$ cat config.mk
export PLATFORM = sky130hd
export DESIGN_NAME = fpu_div_iter_flat
export DESIGN_NICKNAME = d
export VERILOG_FILES = /design/src/rtl/fpu_div_iter_pkg.sv /design/src/rtl/fpu_div_iter_if.sv /design/src/rtl/fpu_round_rne.sv /design/src/rtl/fpu_div_iter.sv /design/src/flat_wrapper.sv
export SDC_FILE = /design/constraint.sdc
export NUM_CORES = 1
export LEC_CHECK = 0
export ABC_AREA = 1
export CORE_UTILIZATION = 58
export CTS_BUF_LIST = sky130_fd_sc_hd__clkbuf_16
export DETAILED_ROUTE_END_ITERATION = 8
export PLACE_DENSITY = 0.87
export REMOVE_ABC_BUFFERS = 1
export SYNTH_ARGS = -nofsm -noshare
export SYNTH_HDL_FRONTEND = slang
export SYNTH_SLANG_ARGS = --single-unit
$ cat constraint.sdc
create_clock -name clk -period 3.4 [get_ports clk]
set_clock_uncertainty 0.1 [all_clocks]
set_input_delay 0.68 -clock clk [delete_from_list [all_inputs] [get_ports clk]]
set_output_delay 0.68 -clock clk [all_outputs]
set_load 0.05 [all_outputs]
$ cat src/rtl/fpu_div_iter_pkg.sv
// Shared definitions for the iterative floating-point divider: FSM states,
// flag bit positions, field layout and the exponent-offset macro.
`ifndef FPU_XOFF
`define FPU_XOFF(nx) ((1 << ((nx) - 1)) - 1)
`endif

package fpu_div_iter_pkg;

    typedef enum logic [1:0] {
        ST_IDLE  = 2'd0,
        ST_DIV   = 2'd1,
        ST_ROUND = 2'd2,
        ST_DONE  = 2'd3
    } div_state_e;

    // Bit positions inside the 3-bit flags word {invalid, div_by_zero, inexact}
    localparam int FLAG_INVALID  = 2;
    localparam int FLAG_DIV_ZERO = 1;
    localparam int FLAG_INEXACT  = 0;

    localparam int FP_NX = 11;
    localparam int FP_NM = 23;

    typedef struct packed {
        logic             sign;
        logic [FP_NX-1:0] exp;
        logic [FP_NM-1:0] mant;
    } fp_fields_t;

endpackage

$ cat src/rtl/fpu_div_iter_if.sv
// Operand/result handshake bundle for fpu_div_iter; the divider is the slave.
interface fpu_div_iter_if #(
    parameter int NX = 11,
    parameter int NM = 23
);
    localparam int N = NX + NM + 1;

    logic         in_valid;
    logic         in_ready;
    logic [N-1:0] a;
    logic [N-1:0] b;
    logic         out_valid;
    logic         out_ready;
    logic [N-1:0] res;
    logic [2:0]   flags;

    modport master (
        output in_valid, a, b, out_ready,
        input  in_ready, out_valid, res, flags
    );

    modport slave (
        input  in_valid, a, b, out_ready,
        output in_ready, out_valid, res, flags
    );
endinterface

$ cat src/rtl/fpu_round_rne.sv
// Combinational normalise, round-to-nearest-even and exponent saturation
// applied to the raw quotient produced by the restoring divider.
module fpu_round_rne
    import fpu_div_iter_pkg::*;
#(
    parameter int NX = 11,
    parameter int NM = 23
) (
    input  logic                 sign,
    input  logic [NM+2:0]        quot,
    input  logic                 rem_nz,
    input  logic signed [NX+1:0] exp_in,
    output logic [NX+NM:0]       res,
    output logic [2:0]           flags
);

    localparam logic signed [NX+1:0] EXP_ONE  = (NX+2)'(1);
    localparam logic signed [NX+1:0] EXP_ZERO = (NX+2)'(0);
    localparam logic signed [NX+1:0] EXP_MAX  = (NX+2)'((1 << NX) - 1);

    logic [NM+2:0]        norm_s;
    logic signed [NX+1:0] exp_norm_s;
    logic signed [NX+1:0] exp_rnd_s;
    logic                 guard_s;
    logic                 sticky_s;
    logic                 round_up_s;
    logic [NM:0]          mant_sum_s;
    logic [NM-1:0]        mant_s;

    // Normalise, round and classify the final exponent
    always_comb begin
        norm_s     = quot;
        exp_norm_s = exp_in;
        res        = {(NX+NM+1){1'b0}};
        flags      = 3'b000;

        // Quotient lies in (0.5, 2); a clear MSB means one bit of headroom to remove
        if (quot[NM+2] == 1'b0) begin
            norm_s     = {quot[NM+1:0], 1'b0};
            exp_norm_s = exp_in - EXP_ONE;
        end else begin
            norm_s     = quot;
            exp_norm_s = exp_in;
        end

        guard_s    = norm_s[1];
        sticky_s   = norm_s[0] | rem_nz;
        round_up_s = guard_s & (sticky_s | norm_s[2]);
        mant_sum_s = {1'b0, norm_s[NM+1:2]} + {{NM{1'b0}}, round_up_s};

        if (mant_sum_s[NM]) begin
            mant_s    = {NM{1'b0}};
            exp_rnd_s = exp_norm_s + EXP_ONE;
        end else begin
            mant_s    = mant_sum_s[NM-1:0];
            exp_rnd_s = exp_norm_s;
        end

        if (exp_rnd_s >= EXP_MAX) begin
            res                 = {sign, {NX{1'b1}}, {NM{1'b0}}};
            flags[FLAG_INEXACT] = 1'b1;
        end else if (exp_rnd_s <= EXP_ZERO) begin
            res                 = {sign, {NX{1'b0}}, {NM{1'b0}}};
            flags[FLAG_INEXACT] = 1'b1;
        end else begin
            res                 = {sign, exp_rnd_s[NX-1:0], mant_s};
            flags[FLAG_INEXACT] = guard_s | sticky_s;
        end
    end

endmodule

$ cat src/rtl/fpu_div_iter.sv
// Iterative floating-point divider: one restoring-division quotient bit per
// cycle, a single rounding cycle, and a hold-until-taken result stage.
module fpu_div_iter
    import fpu_div_iter_pkg::*;
#(
    parameter int NX = 11,
    parameter int NM = 23
) (
    input  logic         clk,
    input  logic         rst,
    fpu_div_iter_if.slave bus
);

    localparam int N    = NX + NM + 1;
    localparam int XOFF = `FPU_XOFF(NX);
    localparam int CW   = $clog2(NM + 3);

    localparam logic signed [NX+1:0] XOFF_S   = (NX+2)'(XOFF);
    localparam logic [CW-1:0]        CNT_LAST = CW'(NM + 2);
    localparam logic [CW-1:0]        CNT_ONE  = CW'(1);
    localparam logic [NX-1:0]        EXP_ONES = {NX{1'b1}};
    localparam logic [NX-1:0]        EXP_ZERO = {NX{1'b0}};
    localparam logic [NM-1:0]        MANT_ZERO = {NM{1'b0}};
    localparam logic [N-1:0]         QNAN_W   = {1'b0, EXP_ONES, {(NM-1){1'b0}}, 1'b1};

    div_state_e           state_r;
    logic                 in_ready_r;
    logic                 out_valid_r;
    logic [N-1:0]         res_r;
    logic [2:0]           flags_r;
    logic [CW-1:0]        cnt_r;
    logic signed [NX+1:0] exp_r;
    logic [NM+1:0]        rem_r;
    logic [NM:0]          dvs_r;
    logic [NM+2:0]        quot_r;
    logic                 sign_r;

    logic          a_sign_s, b_sign_s;
    logic [NX-1:0] a_exp_s, b_exp_s;
    logic [NM-1:0] a_mant_s, b_mant_s;
    logic          a_nan_s, a_inf_s, a_zero_s;
    logic          b_nan_s, b_inf_s, b_zero_s;
    logic          res_sign_s;
    logic          special_s;
    logic [N-1:0]  spec_res_s;
    logic [2:0]    spec_flags_s;
    logic          ge_s;
    logic [NM+1:0] rem_dif_s;
    logic [NM+1:0] rem_sel_s;
    logic [NM+1:0] rem_next_s;
    logic [N-1:0]  rnd_res_s;
    logic [2:0]    rnd_flags_s;

    assign {a_sign_s, a_exp_s, a_mant_s} = bus.a;
    assign {b_sign_s, b_exp_s, b_mant_s} = bus.b;

    assign a_nan_s  = (a_exp_s == EXP_ONES) && (a_mant_s != MANT_ZERO);
    assign a_inf_s  = (a_exp_s == EXP_ONES) && (a_mant_s == MANT_ZERO);
    assign a_zero_s = (a_exp_s == EXP_ZERO);
    assign b_nan_s  = (b_exp_s == EXP_ONES) && (b_mant_s != MANT_ZERO);
    assign b_inf_s  = (b_exp_s == EXP_ONES) && (b_mant_s == MANT_ZERO);
    assign b_zero_s = (b_exp_s == EXP_ZERO);
    assign res_sign_s = a_sign_s ^ b_sign_s;

    // Early-out results for NaN/Inf/zero operands (denormals count as zero)
    always_comb begin
        special_s    = 1'b1;
        spec_res_s   = {N{1'b0}};
        spec_flags_s = 3'b000;
        if (a_nan_s || b_nan_s || (a_zero_s && b_zero_s) || (a_inf_s && b_inf_s)) begin
            spec_res_s                 = QNAN_W;
            spec_flags_s[FLAG_INVALID] = 1'b1;
        end else if (a_inf_s) begin
            spec_res_s = {res_sign_s, EXP_ONES, MANT_ZERO};
        end else if (b_zero_s) begin
            spec_res_s                  = {res_sign_s, EXP_ONES, MANT_ZERO};
            spec_flags_s[FLAG_DIV_ZERO] = 1'b1;
        end else if (a_zero_s || b_inf_s) begin
            spec_res_s = {res_sign_s, EXP_ZERO, MANT_ZERO};
        end else begin
            special_s = 1'b0;
        end
    end

    // One restoring-division step: partial remainder stays below twice the divisor
    always_comb begin
        ge_s       = (rem_r >= {1'b0, dvs_r});
        rem_dif_s  = rem_r - {1'b0, dvs_r};
        if (ge_s) begin
            rem_sel_s = rem_dif_s;
        end else begin
            rem_sel_s = rem_r;
        end
        rem_next_s = rem_sel_s << 1'b1;
    end

    fpu_round_rne #(.NX(NX), .NM(NM)) u_round (
        .sign   (sign_r),
        .quot   (quot_r),
        .rem_nz (|rem_r),
        .exp_in (exp_r),
        .res    (rnd_res_s),
        .flags  (rnd_flags_s)
    );

    // Control FSM with the division datapath and registered handshake outputs
    always_ff @(posedge clk) begin
        if (rst) begin
            state_r     <= ST_IDLE;
            in_ready_r  <= 1'b1;
            out_valid_r <= 1'b0;
            res_r       <= {N{1'b0}};
            flags_r     <= 3'b000;
            cnt_r       <= {CW{1'b0}};
            exp_r       <= {(NX+2){1'b0}};
            rem_r       <= {(NM+2){1'b0}};
            dvs_r       <= {(NM+1){1'b0}};
            quot_r      <= {(NM+3){1'b0}};
            sign_r      <= 1'b0;
        end else begin
            case (state_r)
                ST_IDLE: begin
                    if (bus.in_valid && in_ready_r) begin
                        in_ready_r <= 1'b0;
                        sign_r     <= res_sign_s;
                        exp_r      <= $signed({2'b00, a_exp_s}) - $signed({2'b00, b_exp_s}) + XOFF_S;
                        rem_r      <= {1'b0, 1'b1, a_mant_s};
                        dvs_r      <= {1'b1, b_mant_s};
                        quot_r     <= {(NM+3){1'b0}};
                        cnt_r      <= {CW{1'b0}};
                        if (special_s) begin
                            state_r <= ST_DONE;
                            res_r   <= spec_res_s;
                            flags_r <= spec_flags_s;
                        end else begin
                            state_r <= ST_DIV;
                        end
                    end
                end
                ST_DIV: begin
                    rem_r  <= rem_next_s;
                    quot_r <= {quot_r[NM+1:0], ge_s};
                    cnt_r  <= cnt_r + CNT_ONE;
                    if (cnt_r == CNT_LAST) begin
                        state_r <= ST_ROUND;
                    end
                end
                ST_ROUND: begin
                    res_r   <= rnd_res_s;
                    flags_r <= rnd_flags_s;
                    cnt_r   <= {CW{1'b0}};
                    state_r <= ST_DONE;
                end
                ST_DONE: begin
                    // Result is presented one edge after entering DONE and held until taken
                    if (out_valid_r && bus.out_ready) begin
                        out_valid_r <= 1'b0;
                        in_ready_r  <= 1'b1;
                        state_r     <= ST_IDLE;
                    end else begin
                        out_valid_r <= 1'b1;
                    end
                end
                default: begin
                    state_r     <= ST_IDLE;
                    in_ready_r  <= 1'b1;
                    out_valid_r <= 1'b0;
                end
            endcase
        end
    end

    assign bus.in_ready  = in_ready_r;
    assign bus.out_valid = out_valid_r;
    assign bus.res       = res_r;
    assign bus.flags     = flags_r;

endmodule

$ cat src/flat_wrapper.sv
// flat-port wrapper written by rule: the top's interface ports become plain ports
module fpu_div_iter_flat import fpu_div_iter_pkg::*;
#(
    parameter int NX = 11,
    parameter int NM = 23
)
  (clk, rst, bus_in_valid, bus_a, bus_b, bus_out_ready, bus_in_ready, bus_out_valid, bus_res, bus_flags);
  fpu_div_iter_if #(.NX(NX), .NM(NM)) bus_i ();
  input  logic clk;
  input  logic rst;
  input wire logic [$bits(bus_i.in_valid)-1:0] bus_in_valid;
  input wire logic [$bits(bus_i.a)-1:0] bus_a;
  input wire logic [$bits(bus_i.b)-1:0] bus_b;
  input wire logic [$bits(bus_i.out_ready)-1:0] bus_out_ready;
  output wire logic [$bits(bus_i.in_ready)-1:0] bus_in_ready;
  output wire logic [$bits(bus_i.out_valid)-1:0] bus_out_valid;
  output wire logic [$bits(bus_i.res)-1:0] bus_res;
  output wire logic [$bits(bus_i.flags)-1:0] bus_flags;
  assign bus_i.in_valid = bus_in_valid;
  assign bus_i.a = bus_a;
  assign bus_i.b = bus_b;
  assign bus_i.out_ready = bus_out_ready;
  assign bus_in_ready = bus_i.in_ready;
  assign bus_out_valid = bus_i.out_valid;
  assign bus_res = bus_i.res;
  assign bus_flags = bus_i.flags;
  fpu_div_iter #(.NX(NX), .NM(NM)) u_core (.clk(clk), .rst(rst), .bus(bus_i));
endmodule
==> impl_results.md <==
- Total vias in the final route: 10800
- Total power: 10.9 mW
- Status: finished, violations left
- Switching power: 5.41 mW
- Worst-Margin Slew: about 0.82 ns
- Hold crit path type: flip-flop to flip-flop
- Post-Syn Area: 9810 µm²
- Internal: 5.46 mW
- Crit-path max cell delay: 0.34 ns
- Async set or reset register ratio after synthesis: 0%
- Die Area: 17400 µm²
- Area contributors post-synth: dfxtp_1 (28%), nand2_1 (14%), a21oi_1 (10%), inv_1 (6.4%), ha_1 (5.9%)
- Most frequent cell after synthesis: nand2_1
- Yosys top cell area share: approximately 28%
- CTS tree: built
- Yosys warns: 0
- Count of hold-fix buffers inserted at cts: 0
- DPL Wire Length: 19500 µm
- Endpoints failing hold: 0
- Failing checks: setup timing
- Switching part of the total power: 49.8%
- NumNets Final: ~1800
- Reg2Reg Launch Point: u_core.rem_r[13]
- Slew margin rel.: 45.0%
- Layout cells sized above 1: 9.79%
- Cell area after layout: ~12000 µm²
- Vias in the first global route: roughly 9800
- Final WL: 28100 µm
- CP arrival: approximately 3.6 ns
- Post-synthesis sequential area ratio: 27.7%
- Fmax achieved: 291 MHz
- CORE AREA: 16500 µm²
- DIE HEIGHT: 132 µm
- Area after DPL: roughly 11000 µm²
- Critical path peak fanout: 12
- WL per Instance: around 15 µm
- Port Buffers: 113
- Worst-Skew Late Latency: about 0.44 ns
- Post-layout util: 72.8%
- Worst setup SP type: flip-flop
- ANT cells: 0
- Initial antenna violation count: 0
- WP buf/inv: 3
- Mean Syn Cell Area: 6.47 µm²
- Antenna Nets Post-Route: 0
- Leakage: roughly 5 nW
- Commonest cells in the netlist: nand2_1 (358), a21oi_1 (199), inv_1 (167)
- GP Congestion: 0.910
- Max-cap violations: 0
- Starting DRT DRC Count: 1044
- First-pass detailed-route iteration total: 8
- Syn-to-layout area delta: 22.5%
- Reg2Reg Setup Slack: -0.03 ns
- Worst setup startpoint: u_core.rem_r[13]
- Max-slew violation count: 0
- Boundary Pins: 114
- Cells after Synth: 1517
- Leading area contributor after synthesis: dfxtp_1
- Min-delay src: u_core.dvs_r[19]
- PD cells: 904 nW/µm²
- Filler Cell Count: 1298
- Sequential power share: 20.6%
- RSZ-0062 raised after global routing: yes
- Starting Density: between 50% and 60%
- Clk pin slew, worst setup/hold paths: 0.06 ns
- Buffers from clock root to sink, at most: 2
- Crit-path slowest cell: dfxtp_2
- Logic pwr share: 61.3%
- Die W: between 100 and 150 µm
- Total GRT Usage: about a third
- Worst path required time: 3.58 ns
- H-Tree Depth: 4
- Commonest register cell after synthesis: dfxtp_1
- Delay-heaviest family, CP: simple AND/OR/NAND/NOR gates
- Gr ovfl total: 0
- First-pass GRT wire length: 45400 µm
- WS Path Type: flip-flop to flip-flop
- Flops & latches, synth: 136
- CP endpoint kind: flip-flop
- Pre-CTS setup slack: -0.0872 ns
- Post-synth EDFFs: 0
- Vias per inst: 5.80
- Final period util: 101%
- Fin crit period: roughly 3.4 ns
- Synth unique cells: 51
- Residual DRC: 0
- Fin Hold WS: 0.364 ns
- Crit path cell chain: nor4_4, buf_4, nand4_1, a211oi_2, a21oi_1, ha_2, nand3_4, nor2_4, nand2_4, nor2_2, nand2_1, nand2_1, inv_1, nand2_1, nor2_2, nand3_4, nor2_4, nor2_4, buf_12, nand4_1, a21oi_1
- Clock power share: 18.1%
- Root Driver: clkbuf_16
- Maximum VDD drop: 0.456 mV
- Setup Viol. Count Final: 11
- # rows: between 40 and 50
- Cts bufs inserted: 17
- Setup slack after layout: -0.0342 ns
- CTS sink count: 136
- Largest net degree at the start of global routing: 61
power by group through the flow:
stage               Combinational (mW)  Clock, mW  Sequential, mW
finish                            6.66       1.96            2.24
global route                      7.26       2.02            2.28
CTS                               6.22       1.96            2.22
detailed placement                6.11          0            2.24
global placement                  6.01          0            2.23
floorplan                         4.14          0            2.48
metrics by stage:
stage	std cells	setup TNS, ns
floorplan	1454	-21.58
CTS	1859	0
finish	1864	-0.195
detailed placement	1826	-0.865
global route	1864	-2.61
global placement	1826	-0.000783
flip-flops by register name, summed over array words and instances, names as in the netlist:
signal	count
u_core.bus.res	35
u_core.quot_r	26
u_core.rem_r	25
u_core.dvs_r	24
u_core.exp_r	13
u_core.cnt_r	5
u_core.bus.flags	3
u_core.state_r	2
u_core.bus.in_ready	1
u_core.bus.out_valid	1
u_core.sign_r	1
worst register-to-register path, stage by stage (launching register included):
cell,delay [ns]
dfxtp_2,0.34
nor4_4,0.30
buf_4,0.16
nand4_1,0.15
a211oi_2,0.32
a21oi_1,0.12
ha_2,0.21
nand3_4,0.10
nor2_4,0.05
nand2_4,0.10
nor2_2,0.09
nand2_1,0.08
nand2_1,0.10
inv_1,0.11
nand2_1,0.08
nor2_2,0.16
nand3_4,0.12
nor2_4,0.23
nor2_4,0.06
buf_12,0.16
nand4_1,0.09
a21oi_1,0.07
what timing repair did:
action	CTS	global route
setup buffers	0	3
resized for setup	2	31
endpoints found under the setup margin	27	34
pin swaps	1	16
cloned	1	2
hold endpoints to repair	0	0
per-layer routing:
layer	global-route usage [%]	up-vias	part of all wire [%]
li1	-	5286	-
met1	40.5	4957	42
met2	53.5	486	47
met3	5.23	82	7.4
met4	11.2	0	2.9
met5	0	-	0
area by class of cell:
cell class              instances  area [µm²]  area share (%)
clock buffers                  17         425            3.54
clock inverters                15         184            1.53
well taps                     220         275            2.29
flip-flops and latches        136        2730            22.7
multi-input cells            1146        6240            51.9
inverters                     175         667            5.55
repair buffers                155        1500            12.5
kinds of logic (layout without fill, tap and decap cells):
kind of cell	after synthesis	in the layout	share of synthesized area [%]
adder cells (fa/ha/maj)	48	48	6.27
buffers and inverters	238	362	10.1
flip-flops	136	136	27.7
AND/OR/NAND/NOR	671	674	30.6
AO/OA/AOI/OAI	370	370	20.5
XOR/XNOR	54	54	4.82
cells in the final DEF (no fill, tap or decap), drive strengths merged, types with 3 or more instances in the layout:
| master | count |
|---|---|
| a21o | 3 |
| a21oi | 209 |
| a31oi | 3 |
| and3 | 3 |
| buf | 43 |
| bufinv | 4 |
| clkbuf | 17 |
| clkdlybuf4s50 | 112 |
| clkinv | 9 |
| dfxtp | 136 |
| ha | 46 |
| inv | 175 |
| nand2 | 383 |
| nand3 | 65 |
| nand3b | 11 |
| nand4 | 29 |
| nor2 | 125 |
| nor3 | 34 |
| nor4 | 21 |
| o211ai | 7 |
| o21a | 4 |
| o21ai | 122 |
| o21bai | 5 |
| o221ai | 6 |
| o31ai | 4 |
| xnor2 | 16 |
| xor2 | 38 |
final timing paths:
| path | cells past startpoint | endpoint |
|---|---|---|
| max | 21 | u_core.bus.res[18] |
| min | 2 | u_core.dvs_r[19] |
| max reg2reg | 21 | u_core.bus.res[18] |
| min reg2reg | 2 | u_core.dvs_r[19] |
Note: power is estimated with default switching activity, not from simulation.
